## src/rtl/fifo_row_loader.sv

```systemverilog
// Drains a single-word FIFO and packs row_len words into one row vector,
// repeating for num_rows rows per start command, then pulses done.
module fifo_row_loader #(
    parameter int data_size = 8,
    parameter int row_len   = 4,
    parameter int cnt_bits  = 8
) (
    input  logic                          clk,
    input  logic                          reset,
    input  logic                          start,
    input  logic [cnt_bits-1:0]           num_rows,
    input  logic                          fifo_empty,
    input  logic [data_size-1:0]          fifo_data,
    output logic                          fifo_rd_en,
    output logic [row_len*data_size-1:0]  row_data,
    output logic                          row_valid,
    input  logic                          row_ready,
    output logic                          busy,
    output logic                          done
);

    localparam int iw = $clog2(row_len + 1);
    localparam logic [iw-1:0] row_len_c = iw'(row_len);
    localparam logic [iw-1:0] last_c    = iw'(row_len - 1);

    typedef enum logic [1:0] {
        IDLE,
        FETCH,
        PRESENT,
        FINISH
    } state_t;

    state_t              state;
    logic [cnt_bits-1:0] rows_q;
    logic [cnt_bits-1:0] rows_done;
    logic [cnt_bits:0]   rows_next;
    logic [iw-1:0]       issued;
    logic [iw-1:0]       captured;
    logic                pending;

    assign rows_next = {1'b0, rows_done} + 1'b1;

    // Gated by reset so no word is popped on a cycle whose edge resets us.
    assign fifo_rd_en = ~reset & (state == FETCH) & ~fifo_empty
                      & (issued < row_len_c);

    always_ff @(posedge clk) begin
        if (reset) begin
            state     <= IDLE;
            rows_q    <= '0;
            rows_done <= '0;
            issued    <= '0;
            captured  <= '0;
            pending   <= 1'b0;
            row_data  <= '0;
            row_valid <= 1'b0;
            busy      <= 1'b0;
            done      <= 1'b0;
        end else begin
            unique case (state)
                IDLE: begin
                    if (start) begin
                        rows_q    <= num_rows;
                        rows_done <= '0;
                        issued    <= '0;
                        captured  <= '0;
                        pending   <= 1'b0;
                        busy      <= 1'b1;
                        if (num_rows == '0) begin
                            state <= FINISH;
                            done  <= 1'b1;
                        end else begin
                            state <= FETCH;
                        end
                    end
                end
                FETCH: begin
                    if (fifo_rd_en)
                        issued <= issued + 1'b1;
                    pending <= fifo_rd_en;
                    // Read data lags the request by one cycle.
                    if (pending) begin
                        for (int k = 0; k < row_len; k++) begin
                            if (int'(captured) == k)
                                row_data[k*data_size +: data_size] <= fifo_data;
                        end
                        captured <= captured + 1'b1;
                        if (captured == last_c) begin
                            state     <= PRESENT;
                            row_valid <= 1'b1;
                        end
                    end
                end
                PRESENT: begin
                    if (row_valid && row_ready) begin
                        row_valid <= 1'b0;
                        rows_done <= rows_done + 1'b1;
                        if (rows_next == {1'b0, rows_q}) begin
                            state <= FINISH;
                            done  <= 1'b1;
                        end else begin
                            issued   <= '0;
                            captured <= '0;
                            state    <= FETCH;
                        end
                    end
                end
                FINISH: begin
                    done  <= 1'b0;
                    busy  <= 1'b0;
                    state <= IDLE;
                end
                default: state <= IDLE;
            endcase
        end
    end

endmodule

```

## config.mk

```make
export PLATFORM = sky130hd
export DESIGN_NAME = fifo_row_loader
export DESIGN_NICKNAME = d
export VERILOG_FILES = /design/src/rtl/fifo_row_loader.sv
export SDC_FILE = /design/constraint.sdc
export NUM_CORES = 1
export LEC_CHECK = 0
export CAP_MARGIN = 20
export CORE_MARGIN = 1.5
export CORE_UTILIZATION = 62
export CTS_CLUSTER_DIAMETER = 150
export CTS_CLUSTER_SIZE = 20
export DETAILED_ROUTE_END_ITERATION = 6
export DONT_BUFFER_PORTS = 1
export PLACE_DENSITY = 0.79
export REMOVE_ABC_BUFFERS = 1
export SETUP_SLACK_MARGIN = 0.05
export SKIP_LAST_GASP = 1
export SYNTH_ARGS = -nofsm -noshare
export SYNTH_HDL_FRONTEND = slang
export SYNTH_SLANG_ARGS = --single-unit
```

## constraint.sdc

```tcl
create_clock -name clk -period 2.4 [get_ports clk]
set_input_delay 0.36 -clock clk [delete_from_list [all_inputs] [get_ports clk]]
set_output_delay 0.36 -clock clk [all_outputs]
set_load 0.02 [all_outputs]
```

# Word level (Yosys, flattened, before mapping)
# Index checks and enable logic that the tools add are counted.
totals:
  inputBits: 21
  out_inout_bits: 36
  elab_cells: 92
  register_bits: 60
op_classes:
  reduce_logical: 23
  order_cmp: 1
  addsub: 4
  eq_ne: 16
  bitwise_logic: 5
  mux: 30
ops:
  columns: ["cell", "n"]
  rows:
  - ["3-bit one-hot mux with 3 select lines", 2]
  - ["8-bit two-way mux", 2]
  - ["8-bit one-hot mux with 2 select lines", 1]
  - ["3-bit two-way mux", 5]
  - ["3-bit AND reduction", 5]
  - ["5-bit AND reduction", 3]
  - ["2-bit != test (second input constant)", 7]
  - ["2-bit two-way mux", 6]
  - ["8-bit by 1-bit adder with 9-bit output (second input constant)", 1]
  - ["9-bit by 8-bit equality test with 1-bit output", 1]
  - ["1-bit two-way mux", 9]
  - ["8-bit by 1-bit adder with 8-bit output (second input constant)", 1]
  - ["8-bit logical NOT", 1]
  - ["2-bit one-hot mux with 4 select lines", 1]
  - ["4-bit AND reduction", 2]
  - ["2-bit nonzero test", 4]
  - ["3-bit by 1-bit adder with 3-bit output (second input constant)", 2]
  - ["3-bit by 2-bit equality test with 1-bit output (second input constant)", 2]
  - ["3-bit equality test (second input constant)", 2]
  - ["1-bit one-hot mux with 2 select lines", 3]
  - ["2-bit AND reduction", 3]
  - ["3-bit nonzero test", 2]
  - ["2-bit equality test (second input constant)", 2]
  - ["1-bit AND", 3]
  - ["other kinds (8)", 9]

# Depth between registers and ports, before layout
# Gate-level depths: netlist of run 1.
depth:
  word_depth: 6
  mapped_depth: 10

# Worst setup path before layout of run 1
# No wires, ideal clock.
synth_timing:
  path_kind: "register -> register"
  from: "register state[1]"
  to: "register issued[0]"
  stages_incl_launch_ff: 7
  t_arrival_ns: 2.020
  synth_period_minus_slack_ns: 2.140
  slack_ns: 0.260
  required_ns: 2.280
  setup_time_ns: 0.120
  path_cell_list: "dfxtp_1 inv_1 ha_1 nor4b_1 o21ai_0 a21oi_1 o2bb2ai_1"
synth_via:
  elab_chain_cells: 6
  word_cells_on_any_way: 13
synth_rtl:
  columns: ["item", "line_no", "text"]
  rows:
  - ["start, declared", "33", "state_t state;"]
  - ["start signal, assigned", "49", "state <= IDLE;"]
  - ["start signal, assigned", "70", "state <= FINISH;"]
  - ["start signal, assigned", "73", "state <= FETCH;"]
  - ["2-bit by 1-bit equality test with 1-bit output", "44", "assign fifo_rd_en = ~reset & (state == FETCH) & ~fifo_empty"]
  - ["1-bit AND (2 in a row)", "44", null]
  - ["1-bit AND", "45", "& (issued < row_len_c);"]
  - ["via fifo_rd_en", "14", "output logic fifo_rd_en,"]
  - ["2-bit != test (no line)", null, null]
  - ["5-bit AND reduction (no line)", null, null]
  - ["end signal, assigned", "79", "issued <= issued + 1'b1;"]
  - ["end, declared", "37", "logic [iw-1:0] issued;"]
# The timed path passes the listed nets, and every way through them passes these cells.
# A chain may end at the register's enable or synchronous reset.

# Worst setup path in the final report of run 1
layout_timing:
  from: "register rows_done[0]"
  to: "register captured[1]"
layout_via:
  elab_chain_cells: 4
layout_rtl:
  columns: ["item", "line_no", "text"]
  rows:
  - ["start, declared", "35", "logic [cnt_bits-1:0] rows_done;"]
  - ["start signal, assigned", "97", "rows_done <= rows_done + 1'b1;"]
  - ["8-bit by 1-bit adder with 9-bit output", "41", "assign rows_next = {1'b0, rows_done} + 1'b1;"]
  - ["9-bit by 8-bit equality test with 1-bit output", "98", "if (rows_next == {1'b0, rows_q}) begin"]
  - ["2-bit != test (no line)", null, null]
  - ["5-bit AND reduction (no line)", null, null]
  - ["end signal, assigned", "87", "captured <= captured + 1'b1;"]
  - ["end, declared", "38", "logic [iw-1:0] captured;"]
# No other way between the ends.

==> impl_metrics.json, run 1 <==
{
  "vias": 2441,
  "syn_area_um2": 2780,
  "place_inst": 397,
  "synth-seq-area-share_pct": 43.2,
  "r2r_cells": 7,
  "cts_tree": "built",
  "portBuffers": 0,
  "hold_viol_final": 0,
  "status": "completed",
  "pwr-share-comb_pct": 24.6,
  "fmax_ghz": 0.464,
  "netSwitchingPower_mw": 0.884,
  "rsz0062_at_grt": "no",
  "cts_sinks": 60,
  "met2WireLength_um": 3040,
  "arrival_ns": 2.38,
  "timing.rr.start": "rows_done[0]",
  "hold_path_depth": 1,
  "fp.dieArea_um2": 4890,
  "overflow": 0,
  "fillers": 369,
  "postRouteAntennaNets": 0,
  "row_count": 24,
  "worstSetupStartpointType": "flop",
  "relSlewSlack_pct": 58.7,
  "dp_hpwl_um": 4420,
  "grt_usage_pct": 27.2,
  "p_sw_share_pct": 31.2,
  "drt-wirelength-per-cell_um": 15.4,
  "power.total_mw": 2.84,
  "clk_pin_slew_ns": 0.07,
  "endpoint_kind": "flop",
  "post-route-period-util_pct": 89.8,
  "grt_max_degree": 62,
  "worstMarginPinSlew_ns": 0.616,
  "leakage_nw": 1.14,
  "fin_skew_ns": 0.00754,
  "wl_met1_um": 2860,
  "clockPowerShare_pct": 35.7,
  "cp_max_fo": 7,
  "timing_worst_setup_path_type": "flop to flop",
  "first_pass_iters": 4,
  "holdBufCountCts": 0,
  "ctsResizeCount": 0,
  "dieWidth_um": 70.0,
  "cts_buffer_depth": 2,
  "yosys_register_bits": 60,
  "drive_above_1_share_pct": 8.06,
  "min_from": "reset",
  "setup_viol": 0,
  "whs_ns": 0.0950,
  "core_area_um2": 4320,
  "ioPinCount": 57,
  "top_layer_used": "met4",
  "maxSlewViolCount": 0,
  "min_period_ns": 2.15,
  "maxCapViolCount": 0,
  "worstPathRequired_ns": 2.63,
  "numCtsBuffers": 9,
  "drtIter0Drc": 224,
  "antenna_found_initial": 0,
  "seqPwrFrac_pct": 39.7,
  "finalNetCount": 388,
  "async_flop_share_pct": 0,
  "routed_wl_um": 6350,
  "wl_met3_um": 365,
  "tns_ns": 0,
  "yosys_warnings": 0,
  "synthCells": 356,
  "ir_worst_vdd_v": 0.000499,
  "instances_no_fill": 412,
  "worstSkewPairLatency_ns": 0.33,
  "diodes": 0,
  "power_density_nw_per_um2": 933,
  "areaGrowthSynthToFinish_pct": 9.46,
  "min_to": "busy",
  "drc": 0,
  "synth_area_per_cell_um2": 7.81,
  "fp.dieH_um": 70.0,
  "start_util_pct": 64.3,
  "gp_routability_congestion": 0.824,
  "r2r_end": "captured[1]",
  "grt_pass1_vias": 2264,
  "cts_setup_buffers": 0,
  "cts_max_level": 3,
  "synthFlopType": "dfxtp_1",
  "hold_path.class": "input port to flop",
  "r2r_slack_ns": 0.25,
  "ys_types": 48,
  "grt_pass1_wl_um": 10600,
  "cts_root_buffer": "clkbuf_8",
  "synth_edf_count": 0,
  "intPower_mw": 1.95,
  "vias_per_cell": 5.92
}
==> synthesized netlist by cell type, drive strengths merged (3+ instances only) <==
cell type / instances / area [µm²]
nand2: 100 / 375
dfxtp: 60 / 1200
a21oi: 58 / 290
nor2: 19 / 71.3
clkbuf: 14 / 53.8
o21ai: 12 / 60.1
ha: 11 / 138
inv: 8 / 30.0
and3: 7 / 46.3
nand3: 7 / 40.0
a211oi: 4 / 30.0
and2: 4 / 25.0
o32ai: 4 / 35.0
or4: 4 / 30.0
xnor2: 4 / 35.0
xor2: 4 / 35.0
buf: 3 / 18.8
nor3: 3 / 15.0
o21a: 3 / 30.0
==> cell families after synthesis <==
family | after synthesis | share of synthesized area, %
AND/OR/NAND/NOR | 157 | 25.3
multiplexers | 1 | 0.360
adder cells (fa/ha/maj) | 11 | 4.95
XOR/XNOR | 8 | 2.52
AO/OA/AOI/OAI | 94 | 20.0
flip-flops | 60 | 43.2
buffers and inverters | 25 | 3.69
==> area by class of cell <==
class,instances,area [µm²],area share (%)
inverter,8,30.0,0.987
multi-input combinational,271,1480,48.5
tap,52,65.1,2.14
timing repair buffer,6,45.0,1.48
clock buffer,11,151,4.98
clock inverter,4,72.6,2.39
sequential,60,1200,39.5
==> layout by cell type, fill, tap and decap left out, types with 4 or more instances in the layout <==
cell / synthesis / routed
dfxtp_1: 60 / 60
clkbuf_8: 0 / 11
a21oi_1: 58 / 58
or4_1: 4 / 4
inv_1: 8 / 8
nand2_1: 100 / 100
buf_4: 2 / 6
a211oi_1: 4 / 4
o21ai_0: 11 / 11
ha_1: 11 / 11
o32ai_1: 4 / 4
and2_1: 4 / 4
xnor2_1: 4 / 4
nor2_1: 19 / 19
and3_1: 5 / 4
nand3_1: 6 / 6
xor2_1: 4 / 4
==> metrics by stage <==
step	util [%]	setup slack, ns	instance area, µm²
after global placement	65.1	0.346	2820
final	70.3	0.245	3040
after CTS	70.3	0.221	3040
after detailed placement	65.1	0.253	2820
after global routing	70.3	0.0962	3040
after floorplan	-	0.0736	2710
==> worst max path at each step <==
stage	start	end	slack [ns]	cells after the start
3_5_place_dp	rows_done[0]	captured[1]	0.25	7
2_1_floorplan	state[1]	issued[0]	0.07	6
4_1_cts	rows_done[0]	captured[1]	0.22	7
3_3_place_gp	rows_done[0]	captured[1]	0.35	7
6_report	rows_done[0]	captured[1]	0.25	7
5_1_grt	rows_done[0]	state[1]	0.1	7
==> critical path, stage by stage, from the launching register on <==
cell,delay [ns]
dfxtp_1,0.43
ha_1,0.29
nand2b_1,0.10
o211a_1,0.21
o32ai_1,0.42
o21a_4,0.24
a211oi_1,0.11
o32ai_1,0.26
==> registers in the layout (all words and copies together) (netlist names) <==
signal     flops
row_data      32
issued         3
rows_q         8
state          2
row_valid      1
captured       3
done           1
busy           1
rows_done      8
pending        1
==> routing by layer <==
| metal | vias up | global-route usage (%) |
|---|---|---|
| met2 | 73 | 41.0 |
| met4 | 0 | 12.2 |
| met5 | - | 0 |
| met1 | 1134 | 38.0 |
| met3 | 8 | 4.91 |
| li1 | 1226 | - |
==> power groups by stage <==
| stage | Sequential (mW) | Combinational (mW) | Clock (mW) |
|---|---|---|---|
| 3_3_place_gp | 1.14 | 0.675 | 0 |
| 5_1_grt | 1.13 | 0.790 | 1.07 |
| 6_report | 1.13 | 0.699 | 1.01 |
| 2_1_floorplan | 1.13 | 0.488 | 0 |
| 3_5_place_dp | 1.15 | 0.683 | 0 |
| 4_1_cts | 1.12 | 0.690 | 1.03 |
(Power assumes the default switching activity.)
==> run 2: changes to the inputs <==
--- a/config.mk
+++ b/config.mk
@@ -6,6 +6,7 @@
 export NUM_CORES = 1
 export LEC_CHECK = 0
 export CAP_MARGIN = 20
+export CORE_ASPECT_RATIO = 0.5
 export CORE_MARGIN = 1.5
 export CORE_UTILIZATION = 62
 export CTS_CLUSTER_DIAMETER = 150
==> run 2 against run 1 <==
Effect of this change: fmax shrank 0.48%; final cell count grew 0.73%; clock power shrank 11%; sequential cell count is the same; critical path depth is the same; die area grew 0.49%; sequential share of layout area grew 0.25 points; non-clock buffer count is the same.
==> impl_metrics.json, run 2 (synthesis results as in run 1) <==
{
  "status": "completed",
  "cts_root_buffer": "clkbuf_8",
  "layout_common_cells": "99 x nand2_1, 60 x dfxtp_1, 57 x a21oi_1",
  "drive_above_1_share_pct": 8.86,
  "postRouteAntennaNets": 0,
  "crit_buf_inv": 0,
  "area.sequential_um2": 1200,
  "largestRegisters": "row_data: 32 flops, rows_done: 8 flops, rows_q: 8 flops",
  "leakage_nw": 1.12,
  "ir_worst_vdd_v": 0.000468,
  "row_count": 16,
  "multi_input_area_um2": 1480,
  "final_area_um2": 3020,
  "place_area_um2": 2820,
  "cts_max_level": 3,
  "final_common_cell": "nand2_1",
  "drc": 0,
  "fillers": 322,
  "min_period_ns": 2.17,
  "timing_worst_setup_path_type": "flop to flop",
  "regMostFlops": "row_data",
  "fin_skew_ns": 0.00599,
  "numCtsBuffers": 9,
  "path_common_cell": "and3_2",
  "wl_met1_um": 2700,
  "dp_hpwl_um": 4430,
  "grt_pass1_wl_um": 10300,
  "worstPathRequired_ns": 2.61,
  "antenna_found_initial": 0,
  "routed_wl_um": 6210,
  "fmax_ghz": 0.462,
  "areaGrowthSynthToFinish_pct": 8.78,
  "vias_per_cell": 5.98,
  "drtIter0Drc": 115,
  "arrival_ns": 2.37,
  "portBuffers": 0,
  "critical_path.slowest_cell": "a211oi_1",
  "vias": 2480,
  "relSlewSlack_pct": 56.9,
  "worstSetupStartpointType": "flop",
  "hold_path.class": "input port to flop",
  "top_layer_used": "met4",
  "power.total_mw": 2.72,
  "path_cells": "ha_1, and3_2, and3_2, xnor2_1, and3_2, a211oi_1, o22ai_1",
  "tns_ns": 0,
  "clk_pin_slew_ns": 0.07,
  "first_pass_iters": 4,
  "drt-wirelength-per-cell_um": 15.0,
  "fp.dieH_um": 50.3,
  "cts_tree": "built",
  "cts_buffer_depth": 2,
  "wl_met3_um": 574,
  "gp_routability_congestion": 0.908,
  "cp_slowest_stage_delay_ns": 0.38,
  "rsz0062_at_grt": "no",
  "diodes": 0,
  "path_delay_family": "simple AND/OR/NAND/NOR gates",
  "cp_max_fo": 7,
  "dieWidth_um": 97.7,
  "start_util_pct": 67.7,
  "fp.dieArea_um2": 4920,
  "met2WireLength_um": 2860,
  "endpoint_kind": "flop",
  "setup_viol": 0,
  "grt_usage_pct": 26.6,
  "post-route-period-util_pct": 90.2,
  "worstSkewPairLatency_ns": 0.34,
  "power_density_nw_per_um2": 900,
  "grt_max_degree": 62,
  "worstMarginPinSlew_ns": 0.642,
  "maxSlewViolCount": 0,
  "core_area_um2": 4100,
  "largest_register_ffs": 32,
  "overflow": 0,
  "maxCapViolCount": 0,
  "ioPinCount": 57,
  "grt_pass1_vias": 2264,
  "cts_sinks": 60,
  "hold_viol_final": 0,
  "finalNetCount": 388
}
==> run 2: changes by cell type in the layout (fill, tap and decap cells not counted), sizes merged <==
| cell | change |
|---|---|
| clkinv | +1 |
| inv | +1 |
| clkinvlp | +2 |
| buf | -1 |
| clkbuf | -1 |
| bufinv | -1 |
==> run 2: area by class of cell <==
class / instances / share of cell area, %
well taps: 54 / 2.24
inverters: 8 / 0.993
repair buffers: 6 / 1.41
clock buffers: 9 / 4.10
flip-flops and latches: 60 / 39.7
clock inverters: 7 / 2.48
multi-input cells: 271 / 49.0
==> run 2: report_power, final <==
part | total, mW | switching (mW) | leakage, nW | internal [mW]
clock network | 0.902 | 0.420 | 0.0918 | 0.482
logic | 0.697 | 0.439 | 0.540 | 0.258
registers | 1.12 | 0.0656 | 0.485 | 1.06
==> run 2: worst paths after layout <==
path | start | endpoint | slack, ns | cells past startpoint
worst max register to register | rows_done[0] | captured[0] | 0.23 | 7
worst min-delay path | reset | rows_q[6] | 0.08 | 1
worst min register to register | issued[1] | issued[1] | 0.46 | 2
worst max-delay path | rows_done[0] | captured[0] | 0.23 | 7
==> run 2: through the flow <==
stage	worst slack (ns)	hold slack, ns	instances	util (%)
floorplan	0.0736	0.429	339	-
global placement	0.260	0.433	399	68.6
detailed placement	0.127	0.434	399	68.6
CTS	0.102	0.0699	415	73.5
global route	0.0774	0.0683	415	73.7
finish	0.235	0.0828	415	73.7
==> run 2: metal layers <==
metal,vias to the layer above,GRT usage (%)
li1,1223,-
met1,1150,31.2
met2,96,44.2
met3,11,10.4
met4,0,11.2
met5,-,0
==> run 2: repair_timing <==
item                       4_1_cts  5_1_grt
buffers inserted                 0        0
resized for setup                0        3
hold buffers                     0        0
setup endpoints to repair        0       10
